File: config.mk
export PLATFORM = sky130hd
export DESIGN_NAME = regfile_wr_arbiter
export DESIGN_NICKNAME = d
export VERILOG_FILES = /design/src/rtl/regfile_wr_arbiter.sv
export SDC_FILE = /design/constraint.sdc
export NUM_CORES = 1
export LEC_CHECK = 0
export ABC_AREA = 1
export CORE_AREA = 5 5 97 99
export CTS_BUF_LIST = sky130_fd_sc_hd__clkbuf_4 sky130_fd_sc_hd__clkbuf_8
export CTS_CLUSTER_SIZE = 20
export DETAILED_ROUTE_END_ITERATION = 12
export DIE_AREA = 0 0 102 104
export PLACE_DENSITY = 0.95
export SETUP_SLACK_MARGIN = 0.05
export SYNTH_ARGS = -nofsm -noshare
export SYNTH_HDL_FRONTEND = slang
export SYNTH_SLANG_ARGS = --single-unit
File: constraint.sdc
create_clock -name clk -period 6.8 [get_ports clk]
set_input_delay 1.36 -clock clk [delete_from_list [all_inputs] [get_ports clk]]
set_output_delay 1.36 -clock clk [all_outputs]
set_load 0.1 [all_outputs]
File: src/rtl/regfile_wr_arbiter.sv
// Round-robin arbiter for the single register-file write port, with a registered
// output stage and a per-register pending-write scoreboard for hazard detection.
module regfile_wr_arbiter #(
  parameter int unsigned NREQ = 3,
  parameter int unsigned DW   = 32,
  parameter int unsigned AW   = 5
) (
  input  logic                 clk,
  input  logic                 rst,
  input  logic [NREQ-1:0]      req_valid,
  input  logic [NREQ*AW-1:0]   req_reg,
  input  logic [NREQ*DW-1:0]   req_data,
  output logic [NREQ-1:0]      req_ready,
  input  logic                 rsv_valid,
  input  logic [AW-1:0]        rsv_reg,
  output logic [31:0]          pending_o,
  output logic                 wr_en_o,
  output logic [AW-1:0]        wr_reg_o,
  output logic [DW-1:0]        wr_data_o
);

  localparam int unsigned PW = (NREQ > 1) ? $clog2(NREQ) : 1;

  logic [PW-1:0] ptr_q, ptr_d;
  logic [PW-1:0] gnt_idx;
  logic          gnt_any;
  logic [AW-1:0] sel_reg;
  logic [DW-1:0] sel_data;
  logic [31:0]   pending_q, pending_d;
  logic          wr_en_q;
  logic [AW-1:0] wr_reg_q;
  logic [DW-1:0] wr_data_q;

  // Search from ptr, wrapping modulo NREQ; nothing is granted while in reset.
  always_comb begin
    int unsigned idx;
    idx     = 0;
    gnt_any = 1'b0;
    gnt_idx = '0;
    if (!rst) begin
      for (int unsigned k = 0; k < NREQ; k++) begin
        idx = 32'(ptr_q) + k;
        if (idx >= NREQ) idx = idx - NREQ;
        if (!gnt_any && req_valid[idx[PW-1:0]]) begin
          gnt_any = 1'b1;
          gnt_idx = idx[PW-1:0];
        end
      end
    end
  end

  always_comb begin
    req_ready = '0;
    if (gnt_any) req_ready[gnt_idx] = 1'b1;
  end

  always_comb begin
    sel_reg  = '0;
    sel_data = '0;
    for (int unsigned i = 0; i < NREQ; i++) begin
      if (req_ready[i]) begin
        sel_reg  = req_reg[i*AW +: AW];
        sel_data = req_data[i*DW +: DW];
      end
    end
  end

  always_comb begin
    ptr_d = ptr_q;
    if (gnt_any) begin
      ptr_d = (32'(gnt_idx) == NREQ - 1) ? '0 : gnt_idx + PW'(1);
    end
  end

  // Clear before set so a same-cycle reservation of the written register survives.
  always_comb begin
    pending_d = pending_q;
    if (gnt_any && (sel_reg != '0)) pending_d[sel_reg] = 1'b0;
    if (rsv_valid && (rsv_reg != '0)) pending_d[rsv_reg] = 1'b1;
    pending_d[0] = 1'b0;
  end

  always_ff @(posedge clk) begin
    if (rst) begin
      ptr_q     <= '0;
      pending_q <= '0;
      wr_en_q   <= 1'b0;
      wr_reg_q  <= '0;
      wr_data_q <= '0;
    end else begin
      ptr_q     <= ptr_d;
      pending_q <= pending_d;
      // Writes to $zero are consumed but never reach the register file.
      wr_en_q   <= gnt_any && (sel_reg != '0);
      if (gnt_any) begin
        wr_reg_q  <= sel_reg;
        wr_data_q <= sel_data;
      end
    end
  end

  assign pending_o = pending_q;
  assign wr_en_o   = wr_en_q;
  assign wr_reg_o  = wr_reg_q;
  assign wr_data_o = wr_data_q;

endmodule
**Word level (Yosys, flattened, before mapping)**

Index checks and enable logic that the tools add are counted.

- Register bits after elaboration: 72
- Input bits: 122
- Output and inout port bits: 73
- Word-level logic and storage cells: 77

- Add/subtract/negate cells: 6
- Order comparisons: 12
- Equal/unequal tests: 1
- Muxes and demuxes: 38
- Bitwise operators: 3
- Reductions and logical operators: 11

Operator list:

| cell | count |
|---|---|
| $mux 32 | 5 |
| $and 32x32->32 | 1 |
| $not 32->32 | 1 |
| $or 32x32->32 | 1 |
| $mux 2 | 11 |
| $mux 5 | 3 |
| $lt 2x3->1 const B | 4 |
| $lt 5x6->1 const B | 2 |
| $mux 1 | 12 |
| $demux 1 s5 | 2 |
| $ge 5x1->1 const B | 2 |
| $reduce_bool 5->1 | 2 |
| $logic_and 1x1->1 | 7 |
| $bmux 1 s2 | 3 |
| $ge 3x2->1 const B | 2 |
| $sub 2x2->2 const B | 3 |
| $add 2x1->3 const B | 1 |
| $add 2x2->3 const B | 1 |
| $mux 3 | 1 |
| $add 2x1->2 const B | 1 |
| $demux 1 s2 | 1 |
| $eq 2x2->1 const B | 1 |
| $ge 2x1->1 const B | 1 |
| $ge 2x2->1 const B | 1 |
| $logic_not 1->1 | 2 |

**Depth between registers and ports, before layout**

- Depth after elaboration: 32
- Mapped depth: 19
- Gate-level depth less buffers: 18

**Worst setup path after synthesis**

OpenSTA, ideal clock, no wires.

- Path type: in2out
- Start point: in req_valid[2]
- End point: out req_ready[0]
- Data arrival time: 2,861 ps
- Required time: 5,440 ps
- Setup slack: 2,579 ps
- Stages on the path: 10
- Path buffers: 2
- Cell sequence: inv_1 > o21ai_1 > nand2_4 > nand3_1 > nand3_2 > nand3_2 > buf_6 > nand2_1 > nor2_2 > buf_2

- Cells in the longest elaborated chain, start to end: 17
- Elaborated cells on any way between the ends: 26
- Classes of those cells: order compare: 2; mux: 19; reduce/logical: 5

Ends and longest elaborated chain:

| what | line | text |
|---|---|---|
| start, declared | 10 | `input logic [NREQ-1:0] req_valid,` |
| $bmux 1 s2 | 44 | `if (!gnt_any && req_valid[idx[PW-1:0]]) begin` |
| $mux 1 (not written as such) | 44 |  |
| $mux 1 | 44 |  |
| $mux 1 | 40 | `if (!rst) begin` |
| $logic_not 1->1 | 44 |  |
| $logic_and 1x1->1 | 44 |  |
| $mux 1 | 44 |  |
| $mux 1 | 40 |  |
| $logic_not 1->1 | 44 |  |
| $logic_and 1x1->1 | 44 |  |
| $mux 2 | 44 |  |
| $mux 2 | 40 |  |
| $lt 2x3->1 (not written as such) / $ge 2x1->1 (equally long branches) | 54 | `if (gnt_any) req_ready[gnt_idx] = 1'b1;` |
| $logic_and 1x1->1 (not written as such) | 54 |  |
| $mux 1 (not written as such) | 54 |  |
| $demux 1 s2 | 54 |  |
| $mux 3 * | 54 |  |
| end, declared | 13 | `output logic [NREQ-1:0] req_ready,` |

Mark *: on every way between the ends. The rest lies on a longest branch, timed or not. The select of a mux whose other input is x is not followed.

**Final worst setup path**

- Start point: in rst
- End point: out req_ready[2]

- Cells in the longest elaborated chain, start to end: 6
- Elaborated cells on any way between the ends: 8
- Classes of those cells: order compare: 2; mux: 5; reduce/logical: 1

Ends and longest elaborated chain:

| what | line | text |
|---|---|---|
| start, declared | 9 | `input logic rst,` |
| $mux 2 | 40 |  |
| $lt 2x3->1 (not written as such) / $ge 2x1->1 (equally long branches) | 54 |  |
| $logic_and 1x1->1 (not written as such) | 54 |  |
| $mux 1 (not written as such) | 54 |  |
| $demux 1 s2 | 54 |  |
| $mux 3 * | 54 |  |

Mark *: on every way between the ends. The rest lies on a longest branch, timed or not.

==> metrics.md <==
| Metric | Value |
|---|---|
| Detailed placer's ending HPWL | 10.98 mm |
| Pwr Density | 500.9 nW/um2 |
| Most Frequent Cell on Critical Path | buf_4 |
| Fin Hold WS | 0.4709 ns |
| Final setup fails | 0 |
| Synth Area in Compound Gates | 0.07015 |
| Drt total wl | 14.47 mm |
| Element type at the critical path end | output pin |
| # rows | 34 |
| Die W | slightly above 100 um |
| Dominant cell type by area after synthesis | dfxtp_1 |
| Worst Path Max Fanout | 40 |
| Share of the synthesized area in the top cell type | 0.3925 |
| H-tree depth | 3 |
| Root Driver | clkbuf_8 |
| Slew headroom | 0.1016 |
| Setup crit start kind | primary input |
| Bufs and invs on worst path | 6 |
| Post-Route Utilization | 0.6893 |
| # Max-Cap Violations | 0 |
| CTS tree | built |
| CP Cell Sequence | clkdlybuf4s50_1 > buf_4 > inv_1 > nand3_2 > inv_2 > buf_4 > buf_12 |
| Post-Synth Adder-Cell Area | 0.006911 |
| RSZ-0062 raised after global routing | no |
| Detail-routed via count per cell | 5.487 |
| TNS Setup | 0 ns |
| HP Class | flip-flop to flip-flop |
| Worst path required time | between 5 and 6 ns |
| Final max-slew violation count | 0 |
| Flops & latches, synth | roughly 70 |
| CTS resizes | 0 |
| Max Freq | between 0.15 and 0.2 GHz |
| Tot GR Track Use | 0.2683 |
| Placer Congestion | 0.8939 |
| Vias in the first global route | 4465 |
| Clock group share of total power | 0.129 |
| Pleak | between 2 and 2.5 nW |
| Top_reg_cell synth | dfxtp_1 |
| Clock Pin Slew Worst Setup and Hold Paths | roughly 0.080 ns |
| Worst-skew pair later-pin latency | 0.34 ns |
| NetSw | 0.001700 W |
| Cell Area, Synth | roughly 3600 um2 |
| Area of the core | 8466 um2 |
| Top delay family on crit path | buffers and inverters |
| Vias | 4461 |
| Final hold vios | 0 |
| Min cycle time layout | approximately 5.8 ns |
| Final WS setup | 0.9759 ns |
| CP max stage cell | inv_1 |
| Measured slew at the worst slew-check pin | about 1.3 ns |
| Routed len/inst | 17.80 um |
| I/O pin total | 195 |
| Layout cells sized above 1 | 0.09078 |
| Simple-gate share of the synthesized area | 0.4665 |
| Yosys cell types | 29 |
| Fraction of registers with async set/reset | 0 |
| Status | finished clean |
| Worst Path Class, Setup | primary input to output pin |
| Combinational group share of total power | 0.668 |
| 1st-iter DRT viols | 372 |
| Reg power frac | 0.203 |
| DR pass1 iterations | 6 |
| Die Area | 10610 um2 |
| Post-CTS Setup Bufs | 0 |
| Synth Net Count | between 600 and 700 |
| Largest family of logic cells by synthesized area | simple AND/OR/NAND/NOR gates |
| Initial Util | 0.4277 |
| Data arrival time of the worst path | approximately 4.5 ns |
| Synth top area cells | dfxtp_1, nand2_1, nand3_1 |
| Num Clock Sinks | about 70 |
| Sequential-to-total area share from yosys stat | 0.3925 |
| Syn Inst Count | 517 |
| Area Overhead vs Synth | 61.16% |
| Grt ovf | 0 |
| Xor/xnor share of the synthesized area | 0 |
| Antenna cells | 0 |
| First-pass GRT wire length | 22.67 mm |
| DRC | 0 |
| Sw frac | 0.5816 |
| Synth top cells by count | nand2_1, dfxtp_1, nand3_1 |
| CTS buffer count | 9 |
| Clk_skew | 0.008155 ns |
| Die H | 104 um |
| Synthesis Warnings | 0 |
| Count leader, synth | nand2_1 |
| Clock Tree Buf Depth | 2 |
| PortBufs | approximately 190 |
| Fill count | 649 |
| Final Cycle Share | 0.8565 |
| Post-synth EDFFs | 0 |
| Syn avg cell area | ~7.0 um2 |
| Worst VDD drop | roughly 0.5 mV |
| Internal | 0.001223 W |
| # hold bufs at CTS | 0 |
| Largest net degree at the start of global routing | 41 |
| Final nets | 824 |
| Antenna-violating nets left | 0 |
| Crit-path max cell delay | 1.01 ns |
| Initial antenna violation count | 0 |
| Pre-CTS setup slack | between 1 and 1.5 ns |
| Multiplexer area fraction after synthesis | 0 |
[flip-flops by register name (all words and copies together), names as in the netlist]
| register | count |
|---|---|
| wr_data_o | 32 |
| wr_en_o | 1 |
| ptr_q | 2 |
| pending_o | 31 |
| wr_reg_o | 5 |
[per-stage QoR]
step	instance area [um2]	total power [W]	std cells
after global placement	5614	0.002492	797
after detailed placement	5614	0.002535	797
final	5836	0.002923	813
after CTS	5836	0.002914	813
after global routing	5836	0.003060	813
after floorplan	3621	0.002055	517
[cell usage in the layout (no fill, tap or decap), types with 4 or more instances in the layout]
cell type        instances
nand4_1                 39
clkbuf_8                10
a21oi_1                 29
clkdlybuf4s50_1        190
nor3_1                   4
nand2_2                  5
nor2_1                   8
inv_2                    4
inv_1                   19
nor2_2                   7
nand3_2                 13
dfxtp_1                 71
buf_4                    5
or2_1                    4
nand3_1                 69
nand2_1                186
o21ai_1                 16
[worst min-delay path, stage by stage, from the launching register on]
cell and delay [ns]:
dfxtp_1 0.32, nand2_1 0.06, a21oi_1 0.05
[per-layer routing]
| layer | up-vias | share of wire | track usage |
|---|---|---|---|
| met1 | 2068 | 0.37 | 0.3098 |
| met2 | 239 | 0.50 | 0.4601 |
| li1 | 2101 | - | - |
| met4 | 0 | 0.048 | 0.1331 |
| met5 | - | 0 | 0 |
| met3 | 53 | 0.078 | 0.05567 |
[worst paths after layout]
check / from / end / slack [ns] / cells past startpoint
worst min-delay path: pending_o[27] / pending_o[27] / 0.47 / 2
worst max-delay path: rst / req_ready[2] / 0.98 / 7
worst max register to register: ptr_q[0] / pending_o[21] / 3.60 / 18
worst min register to register: pending_o[27] / pending_o[27] / 0.47 / 2
[logic make-up (layout without fill, tap and decap cells)]
kind of cell / after synthesis / count (layout)
AND/OR/NAND/NOR: 345 / 345
flip-flops: 71 / 71
AO/OA/AOI/OAI: 49 / 49
buffers and inverters: 49 / 237
adder cells (fa/ha/maj): 2 / 2
other: 1 / 1
[area by class of cell]
class                   count  area [um2]  area share
well taps                 108       135.1     0.02316
inverters                  23       86.33     0.01479
clock inverters             6       83.83     0.01437
multi-input cells         397        1972      0.3379
clock buffers              10       137.6     0.02358
flip-flops and latches     71        1421      0.2436
repair buffers            198        1999      0.3426
[power by group through the flow]
stage	logic (W)	registers (W)	clock network (W)
after floorplan	0.000743	0.00131	0
after global routing	0.00206	0.000605	0.000392
final	0.00195	0.000594	0.000376
after detailed placement	0.00194	0.000599	0
after CTS	0.00194	0.000592	0.000377
after global placement	0.00190	0.000594	0
Power figures use the tool's default switching activity.
